==> src/rtl/bit_serial_tx.sv <==
// bit_serial_tx: MSB-first NRZ serializer with a latched, clamped bit period.
// Define IDLE_TOGGLE_EN to make the idle line toggle every bit cell instead of holding 1.
module bit_serial_tx #(
    parameter int DATA_W   = 8,
    parameter int PERIOD_W = 16
) (
    input  logic                clk_200M,
    input  logic                rst_n,
    input  logic [PERIOD_W-1:0] bit_period,
    input  logic [DATA_W-1:0]   tx_data,
    input  logic                tx_valid,
    output logic                tx_ready,
    output logic                signal,
    output logic                bit_strobe,
    output logic                busy
);
    localparam int IDX_W = DATA_W > 1 ? $clog2(DATA_W) : 1;
    typedef enum logic {IDLE, SHIFT} state_t;
    state_t              state;
    logic [IDX_W-1:0]    idx;
    logic [PERIOD_W-1:0] cnt, p;
    logic [DATA_W-1:0]   shreg;
    logic                boundary, last, accept;
    assign boundary = cnt == p - PERIOD_W'(1);
    assign last     = state == SHIFT && idx == IDX_W'(DATA_W - 1);
    assign tx_ready = boundary && (state == IDLE || last);
    assign accept   = tx_valid && tx_ready;
    // shreg keeps the bit currently on the line in its MSB
    always_ff @(posedge clk_200M)
        if (!rst_n) begin
            state      <= IDLE;
            idx        <= '0;
            cnt        <= '0;
            p          <= PERIOD_W'(2);
            shreg      <= '0;
            signal     <= 1'b1;
            bit_strobe <= 1'b0;
            busy       <= 1'b0;
        end else begin
            cnt        <= boundary ? '0 : cnt + PERIOD_W'(1);
            bit_strobe <= boundary;
            if (boundary) begin
                p <= bit_period < PERIOD_W'(2) ? PERIOD_W'(2) : bit_period;
                if (accept) begin
                    shreg  <= tx_data;
                    signal <= tx_data[DATA_W-1];
                    idx    <= '0;
                    state  <= SHIFT;
                    busy   <= 1'b1;
                end else if (state == SHIFT && !last) begin
                    shreg  <= shreg << 1;
                    signal <= shreg[DATA_W-2];
                    idx    <= idx + IDX_W'(1);
                end else if (state == SHIFT) begin
                    state  <= IDLE;
                    busy   <= 1'b0;
                    signal <= 1'b1;
                end else begin
`ifdef IDLE_TOGGLE_EN
                    signal <= ~signal;
`else
                    signal <= 1'b1;
`endif
                end
            end
        end
endmodule

==> config.mk <==
export PLATFORM = sky130hd
export DESIGN_NAME = bit_serial_tx
export DESIGN_NICKNAME = d
export VERILOG_FILES = /design/src/rtl/bit_serial_tx.sv
export SDC_FILE = /design/constraint.sdc
export NUM_CORES = 1
export LEC_CHECK = 0
export CORE_MARGIN = 3
export CORE_UTILIZATION = 50
export DETAILED_ROUTE_END_ITERATION = 7
export GPL_TIMING_DRIVEN = 0
export PLACE_DENSITY = 0.81
export SYNTH_ARGS = -nofsm -noshare
export SYNTH_HDL_FRONTEND = slang
export SYNTH_SLANG_ARGS = --single-unit
==> constraint.sdc <==
create_clock -name clk_200M -period 2.93 [get_ports clk_200M]
set_clock_uncertainty 0.2 [all_clocks]
set_input_delay 0.293 -clock clk_200M [delete_from_list [all_inputs] [get_ports clk_200M]]
set_output_delay 0.293 -clock clk_200M [all_outputs]
set_load 0.05 [all_outputs]
==> flow_summary.json, run 1 <==
{
  "status": "finished with violations",
  "violations": "setup timing",
  "seq_area_frac_synth": 0.355,
  "placement.io_buffers": 29,
  "grt_pass1_vias": 2230,
  "synth_area_per_cell_um2": 8.74,
  "antenna_found_initial": 0,
  "max_freq_ghz": 0.311,
  "dp_hpwl_mm": 4.39,
  "postSynthCellCount": 297,
  "fin_area_um2": 3530,
  "via_per_inst": 5.85,
  "hold_class": "in2reg",
  "cts_tree": "done",
  "timing.setup.tns_ns": -5.95,
  "critical_path.top_delay_family": "simple AND/OR/NAND/NOR gates",
  "slew_headroom": 0.655,
  "setup_viol": 45,
  "clkSlewWorstSetupHoldPaths_ns": 0.09,
  "ys.flop_type": "dfxtp_1",
  "io_pins": 31,
  "p_leak_nw": 1.30,
  "coreArea_um2": 4880,
  "drv_cap": 0,
  "drive_above_1_share": 0.263,
  "fin_crit_ns": 3.21,
  "placed_area_um2": 2980,
  "clockRootBuffer": "clkbuf_8",
  "mappedNetlistArea_um2": 2600,
  "drc": 0,
  "critPathLaunchType": "flop",
  "path_buf_inv": 2,
  "async_flop_share": 0,
  "numCtsBuffers": 5,
  "crit_slowest_cell": "or4_4",
  "cts.sinks": 46,
  "die_h_um": 78.1,
  "clockBufferDepth": 2,
  "fin_ws_ns": -0.283,
  "diodes": 0,
  "required_ns": 2.44,
  "grt_max_degree": 15,
  "wl_per_cell_um": 16.9,
  "ctsHoldBuffers": 0,
  "grt_first_pass_wirelength_mm": 10.9,
  "h-tree-depth": 2,
  "tightest_slew_ns": 0.515,
  "slew_viol_final": 0,
  "total_power_mw": 4.55,
  "drt.antenna.violating_nets": 0,
  "track_usage": 0.227,
  "rsz0062_at_grt": "yes",
  "drtIter0Drc": 212,
  "crit_type": "reg2out",
  "clock_latency_ns": 0.31,
  "cp-end-kind": "output port",
  "routed_wl_mm": 7.12,
  "finalCritPeriodShare": 1.10,
  "synth_edf_count": 0,
  "fp.dieW_um": 78.1,
  "gp_congestion": 0.811,
  "synth_warnings": 0,
  "num_vias": 2461,
  "arrival_ns": 2.72,
  "dieArea_um2": 6090,
  "ir_drop_mv": 0.768,
  "first_pass_iters": 4,
  "whs_ns": 0.118,
  "cpPeakStageDelay_ns": 0.52,
  "crit_fanout": 3,
  "grt_overflow_total": 0,
  "netlist-cell-type-count": 50,
  "power.density_nw_per_um2": 1290,
  "finalHoldViolCount": 0,
  "crit_chain": "inv_4, ha_4, or3b_4, or4_4, nand3_2, nor2b_4, nand4_1, a211o_1, nor2_4, buf_6",
  "rows": 25,
  "syn-num-nets": 328,
  "nNetsFinal": 384,
  "syn_to_final_growth_pct": 36.1,
  "start_util": 0.532,
  "ys_ff_latch": 46
}
## area by class of cell
type | count | area (um^2)
multi-input cells | 230 | 1700
inverters | 3 | 13.8
fillers | 376 | 1350
plain buffers | 12 | 88.8
clock buffers | 6 | 72.6
flip-flops and latches | 46 | 946
clock inverters | 2 | 37.5
well taps | 67 | 83.8
repair buffers | 55 | 589
## per-layer routing
metal	global-route usage	wire (um)	up-vias
met3	0.0424	341	14
met4	0.0664	132	0
met5	0	0	-
met2	0.346	3360	67
li1	-	-	1172
met1	0.328	3290	1208
## logic make-up after synthesis
| kind of cell | count (synthesis) | synth area share |
|---|---|---|
| AOI/OAI and AO/OA | 45 | 0.118 |
| muxes | 17 | 0.0655 |
| and+or+nand+nor | 130 | 0.279 |
| DFF | 46 | 0.355 |
| adders and majority gates | 4 | 0.0193 |
| xor gates and xnor gates | 33 | 0.111 |
| buffers and inverters | 22 | 0.0525 |
## worst paths after layout
path	start	to	slack, ns	depth (start not counted)
min reg2reg	shreg[3]$_SDFFE_PN0P_	shreg[3]$_SDFFE_PN0P_	0.27	1
max reg2reg	p[4]$_SDFFE_PN0P_	p[5]$_SDFFE_PN0P_	-0.21	10
min	rst_n	idx[0]$_SDFFE_PN0P_	0.12	3
max	p[0]$_SDFFE_PN0P_	tx_ready	-0.28	10
## what timing repair did
| action | 4_1_cts | 5_1_grt |
|---|---|---|
| cloned | 5 | 0 |
| setup endpoints to repair | 46 | 45 |
| resized for setup | 51 | 26 |
| pin swaps | 21 | 8 |
| buffers inserted | 20 | 4 |
## layout by cell type (no fill, tap or decap), drive strengths merged, types with 3 or more instances in the layout
| master | synthesis | final |
|---|---|---|
| nor2 | 39 | 39 |
| o21a | 7 | 7 |
| xor2 | 15 | 15 |
| and3 | 5 | 5 |
| nand2 | 17 | 17 |
| ha | 4 | 4 |
| mux2i | 17 | 17 |
| nand4 | 5 | 5 |
| buf | 8 | 32 |
| a21oi | 10 | 10 |
| inv | 3 | 3 |
| nand2b | 6 | 6 |
| clkbuf | 11 | 13 |
| clkdlybuf4s50 | 0 | 28 |
| nor2b | 3 | 3 |
| nand3 | 11 | 11 |
| nor4 | 7 | 7 |
| nand3b | 8 | 8 |
| xnor2 | 18 | 18 |
| o21ai | 10 | 10 |
| dfxtp | 46 | 46 |
| or4 | 7 | 8 |
| nor3 | 11 | 11 |
## tightest hold or removal path, cell delays in order
cell     delay (ns)
buf_2          0.16
nand2_1        0.08
o21ai_1        0.06
## cell usage after synthesis (2+ instances only)
library cell	n	area, um^2
dfxtp_1	46	921
nor2_1	29	109
xnor2_1	18	158
mux2i_1	17	170
nand2_1	17	63.8
xor2_1	15	131
clkbuf_1	11	41.3
nand3_1	11	55.1
nor3_1	11	55.1
a21oi_1	10	50.1
nor2_2	10	62.6
nand3b_1	8	60.1
buf_6	7	78.8
nor4_1	7	43.8
o21a_1	7	52.6
o21ai_0	7	35.0
and3_1	5	31.3
nand2b_1	5	31.3
nand4_1	5	31.3
or4_1	5	37.5
ha_1	4	50.1
inv_1	3	11.3
nor2b_1	3	18.8
o21ai_1	3	15.0
a211o_1	2	17.5
a211oi_1	2	15.0
nor4b_1	2	17.5
o211ai_1	2	15.0
or3_1	2	12.5
or3b_2	2	17.5
or4_4	2	22.5
## sequential cells by signal (all words and copies together) (netlist names)
register    cells
bit_strobe      1
shreg           7
idx             3
state           1
p              16
signal          1
cnt            16
busy            1
## report_power, final
part	total, mW	leakage (nW)	internal (mW)	switching, mW
combinational	3.09	0.867	1.67	1.42
sequential	0.982	0.377	0.801	0.181
clock	0.482	0.0514	0.255	0.227
## through the flow
step | utilization | setup slack, ns | std cells
after floorplan | - | 0.00672 | 297
after global placement | 0.610 | -0.861 | 393
final | 0.724 | -0.283 | 421
after global routing | 0.724 | -0.372 | 421
after detailed placement | 0.610 | -0.912 | 393
after CTS | 0.703 | -0.277 | 420
No activity file was read; power rests on OpenSTA's default activity.
==> run 2, diff against run 1 <==
--- a/config.mk
+++ b/config.mk
@@ -9,6 +9,8 @@
 export CORE_UTILIZATION = 50
 export DETAILED_ROUTE_END_ITERATION = 7
 export GPL_TIMING_DRIVEN = 0
+export HOLD_SLACK_MARGIN = 0.03
+export MAX_ROUTING_LAYER = met4
 export PLACE_DENSITY = 0.81
 export SYNTH_ARGS = -nofsm -noshare
 export SYNTH_HDL_FRONTEND = slang
==> run 2 against run 1 <==
Compared with the run above: the flow still finishes with violations (setup timing); highest routed layer unchanged; worst setup slack worse by 0.00072 ns; count of clock-buffer cells in the layout stayed put; final cell count stayed put; design area stayed put; fmax hardly changed; sequential power hardly changed; clock power hardly changed; critical path type unchanged.
==> flow_summary.json, run 2 (synthesis gave the netlist of run 1 again) <==
{
  "status": "finished with violations",
  "violations": "setup timing",
  "placement.io_buffers": 29,
  "fillers": 376,
  "finalHoldViolCount": 0,
  "routed_wl_mm": 7.10,
  "num_vias": 2451,
  "layout_common_cells": "38 x dfxtp_1, 28 x clkdlybuf4s50_1, 24 x nor2_1, 18 x xnor2_1, 17 x nand2_1",
  "nNetsFinal": 384,
  "setup_viol": 45,
  "diodes": 0,
  "rsz0062_at_grt": "yes",
  "clock_latency_ns": 0.31,
  "cp_num_cells": 10,
  "whs_endpoint": "idx[0]$_SDFFE_PN0P_",
  "tightest_slew_ns": 0.513,
  "r2r_cells": 11,
  "finalCritPeriodShare": 1.10,
  "clkSlewWorstSetupHoldPaths_ns": 0.09,
  "crit_slowest_cell": "or4_4",
  "syn_to_final_growth_pct": 36.1,
  "slew_viol_final": 0,
  "fp.dieW_um": 78.1,
  "hold_class": "in2reg",
  "startpoint": "p[0]$_SDFFE_PN0P_",
  "drv_cap": 0,
  "reg2reg_from": "p[4]$_SDFFE_PN0P_",
  "timing.setup.tns_ns": -6.09,
  "slew_headroom": 0.657,
  "drive_above_1_share": 0.263,
  "crit_chain": "inv_4, ha_4, or3b_4, or4_4, nand3_2, nor2b_4, nand4_1, a211o_1, nor2_4, buf_6",
  "grt_pass1_vias": 2228,
  "cts_tree": "done",
  "grt_first_pass_wirelength_mm": 10.9,
  "drtIter0Drc": 173,
  "clockBufferDepth": 2,
  "die_h_um": 78.1,
  "h-tree-depth": 2,
  "fin_crit_ns": 3.21,
  "power.density_nw_per_um2": 1290,
  "reg_top3": "cnt x16, p x16, shreg x7",
  "placed_area_um2": 2980,
  "regToRegSetupSlack_ns": -0.22,
  "start_util": 0.532,
  "wl_per_cell_um": 16.9,
  "grt_max_degree": 15,
  "fin_ws_ns": -0.284,
  "crit_type": "reg2out",
  "numCtsBuffers": 5,
  "io_pins": 31,
  "antenna_found_initial": 0,
  "required_ns": 2.44,
  "layout_commonest_cell": "dfxtp_1",
  "drt.antenna.violating_nets": 0,
  "dieArea_um2": 6090,
  "first_pass_iters": 4,
  "hold_start": "rst_n",
  "path_buf_inv": 2,
  "max_freq_ghz": 0.311,
  "crit_fanout": 3,
  "arrival_ns": 2.72,
  "cts.sinks": 46,
  "critical_path.top_delay_family": "simple AND/OR/NAND/NOR gates",
  "grt_overflow_total": 0,
  "track_usage": 0.234,
  "via_per_inst": 5.82,
  "dp_hpwl_mm": 4.39,
  "clockRootBuffer": "clkbuf_8",
  "rows": 25,
  "ir_drop_mv": 0.767,
  "fin_util": 0.724,
  "reg2reg_to": "cnt[11]$_SDFF_PP0_",
  "preCtsSetupSlack_ns": -0.912,
  "critPathLaunchType": "flop",
  "fin_area_um2": 3530,
  "drc": 0,
  "p_leak_nw": 1.30,
  "cp-end-kind": "output port",
  "worstHoldPathCells": 3,
  "coreArea_um2": 4880,
  "gp_congestion": 0.822,
  "whs_ns": 0.112,
  "ctsHoldBuffers": 0,
  "cpPeakStageDelay_ns": 0.52
}
==> run 2: cell counts in the layout (fill, tap and decap cells not counted) <==
Identical to the previous run, type by type.
==> run 2: metrics by stage <==
stage,total power [mW],cells
after floorplan,2.49,297
after global placement,2.85,393
after detailed placement,2.90,393
after CTS,4.25,420
after global routing,4.78,421
final,4.55,421
==> run 2: area by class of cell <==
class | count | area, um^2 | area share
repair buffers | 55 | 589 | 0.167
plain buffers | 12 | 88.8 | 0.0251
flip-flops and latches | 46 | 946 | 0.268
inverters | 3 | 13.8 | 0.00389
clock buffers | 6 | 72.6 | 0.0205
well taps | 67 | 83.8 | 0.0237
clock inverters | 2 | 37.5 | 0.0106
multi-input cells | 230 | 1700 | 0.482
==> run 2: power breakdown <==
group	total (mW)	switching, mW	internal [mW]
Sequential	0.982	0.181	0.801
Clock	0.483	0.229	0.255
Combinational	3.08	1.41	1.67
==> run 2: timing repair <==
action / CTS / global route
buffers inserted: 20 / 4
cloned: 5 / 0
setup endpoints to repair: 46 / 45
resized for setup: 51 / 26
hold endpoints to repair: 0 / 0
pin swaps: 21 / 8
==> run 2: worst max path at each step <==
stage	endpoint	slack, ns
after floorplan	tx_ready	0.007
after global placement	tx_ready	-0.86
after detailed placement	tx_ready	-0.91
after CTS	tx_ready	-0.28
after global routing	p[5]$_SDFFE_PN0P_	-0.37
final	tx_ready	-0.28
==> run 2: tightest hold or removal path, cell delays in order <==
cell	delay, ns
buf_2	0.16
nand2_1	0.08
o21ai_1	0.06
==> run 2: layer usage <==
layer / GRT usage / vias up / wire length [um]
li1: - / 1173 / -
met1: 0.329 / 1188 / 3220
met4: 0.0664 / 0 / 137
met3: 0.0424 / 16 / 413
met5: - / - / 0
met2: 0.345 / 74 / 3330
==> run 3, diff against run 2 <==
--- a/config.mk
+++ b/config.mk
@@ -12,6 +12,7 @@
 export HOLD_SLACK_MARGIN = 0.03
 export MAX_ROUTING_LAYER = met4
 export PLACE_DENSITY = 0.81
+export SKIP_CTS_REPAIR_TIMING = 1
 export SYNTH_ARGS = -nofsm -noshare
 export SYNTH_HDL_FRONTEND = slang
 export SYNTH_SLANG_ARGS = --single-unit
==> run 3 against run 2 <==
Compared with the run above: the flow still finishes with violations (setup timing); critical path depth down 1; first-iteration DRC count up 18%; non-clock buffer count down 7; wire length down 4.7%; core utilization down 4.0 points; clock power about the same; worst hold slack about the same; sequential cell count unchanged; final cell count down 1.7%; count of clock-buffer cells in the layout unchanged; largest cell class unchanged; largest power group unchanged.
==> flow_summary.json, run 3 (synthesis gave the netlist of run 1 again) <==
{
  "grt_overflow_total": 0,
  "crit_slowest_cell": "or4_4",
  "finalHoldViolCount": 0,
  "violations": "setup timing",
  "drt.antenna.violating_nets": 0,
  "start_util": 0.532,
  "crit_fanout": 6,
  "via_per_inst": 5.84,
  "drive_above_1_share": 0.216,
  "wl_per_cell_um": 16.4,
  "num_vias": 2418,
  "coreArea_um2": 4880,
  "status": "finished with violations",
  "placement.io_buffers": 29,
  "clock_latency_ns": 0.31,
  "fin_ws_ns": -0.346,
  "critical_path.top_delay_family": "simple AND/OR/NAND/NOR gates",
  "grt_max_degree": 15,
  "drtIter0Drc": 205,
  "preCtsSetupSlack_ns": -0.912,
  "reg_top3": "cnt x16, p x16, shreg x7",
  "finalCritPeriodShare": 1.12,
  "layout_commonest_cell": "dfxtp_1",
  "clockRootBuffer": "clkbuf_8",
  "swShare": 0.417,
  "whs_ns": 0.112,
  "fillers": 409,
  "rsz0062_at_grt": "yes",
  "slew_headroom": 0.631,
  "dp_hpwl_mm": 4.39,
  "layout_common_cells": "40 x dfxtp_1, 28 x nor2_1, 28 x clkdlybuf4s50_1, 18 x xnor2_1, 17 x nand2_1",
  "critPathLaunchType": "flop",
  "fp.dieW_um": 78.1,
  "cts_tree": "done",
  "drc": 0,
  "gp_congestion": 0.822,
  "nNetsFinal": 377,
  "io_pins": 31,
  "track_usage": 0.202,
  "combinationalPowerShare": 0.632,
  "slew_viol_final": 0,
  "dieArea_um2": 6090,
  "fin_crit_ns": 3.28,
  "numCtsBuffers": 5,
  "final_cells": 414,
  "path_buf_inv": 2,
  "crit_type": "reg2out",
  "rows": 25,
  "seq_power_share": 0.247,
  "tightest_slew_ns": 0.554,
  "clockBufferDepth": 2,
  "setup_viol": 40,
  "h-tree-depth": 2,
  "cpPeakStageDelay_ns": 0.49,
  "syn_to_final_growth_pct": 28.6,
  "required_ns": 2.44,
  "clock_power_share": 0.121,
  "p_leak_nw": 1.23,
  "drv_cap": 0,
  "first_pass_iters": 6,
  "crit_chain": "buf_4, or3_4, or4_4, nor3_2, or4_1, nand4_1, a211o_1, nor2_4, buf_6",
  "routed_wl_mm": 6.77,
  "power.switching_mw": 1.65,
  "placedCellCount": 393,
  "hold_class": "in2reg",
  "cp-end-kind": "output port",
  "die_h_um": 78.1,
  "clkSlewWorstSetupHoldPaths_ns": 0.09,
  "arrival_ns": 2.78,
  "grt_pass1_vias": 2034,
  "fin_util": 0.684,
  "ir_drop_mv": 0.734,
  "power.density_nw_per_um2": 1190,
  "grt_first_pass_wirelength_mm": 9.57,
  "cell_internal_pwr_mw": 2.32,
  "max_freq_ghz": 0.305,
  "cts.sinks": 46,
  "antenna_found_initial": 0,
  "diodes": 0
}
[run 3: final cells by class]
class / instances / area, um^2 / area share
Tap cell: 67 / 83.8 / 0.0251
Clock inverter: 2 / 37.5 / 0.0112
Timing Repair Buffer: 46 / 434 / 0.130
Clock buffer: 6 / 72.6 / 0.0217
Multi-Input combinational cell: 230 / 1640 / 0.493
Sequential cell: 46 / 941 / 0.282
Inverter: 3 / 13.8 / 0.00412
Buffer: 14 / 111 / 0.0334
[run 3: power by group through the flow]
stage	logic [mW]	registers, mW	clock network (mW)
final	2.51	0.981	0.480
after global routing	2.66	1.00	0.516
after CTS	1.96	0.938	0.483
after detailed placement	1.95	0.952	0
after global placement	1.90	0.947	0
after floorplan	1.54	0.950	0
[run 3: stage by stage]
step	power, mW	instance area [um^2]	setup TNS (ns)
CTS	3.38	3090	-11.50
global placement	2.85	2980	-6.91
global route	4.18	3340	-7.72
floorplan	2.49	2600	0
finish	3.97	3340	-4.66
detailed placement	2.90	2980	-10.17
[run 3: worst min-delay path, cell delays in order]
cell     delay (ns)
buf_2          0.17
nand2_1        0.08
o21ai_1        0.05
[run 3: final timing paths]
check        slack [ns]  cells after the start             endpoint           startpoint
max reg2reg       -0.19                     12    p[0]$_SDFFE_PN0P_    p[0]$_SDFFE_PN0P_
min reg2reg        0.25                      2  idx[1]$_SDFFE_PN0P_  idx[1]$_SDFFE_PN0P_
min                0.11                      3  idx[1]$_SDFFE_PN0P_                rst_n
max               -0.35                      9             tx_ready    p[1]$_SDFFE_PN1P_
[run 3: metal layers]
metal / vias up / routed length [um] / global-route usage
li1: 1149 / - / -
met1: 1149 / 3110 / 0.287
met2: 103 / 3140 / 0.293
met3: 17 / 394 / 0.0413
met4: 0 / 123 / 0.0577
met5: - / 0 / -
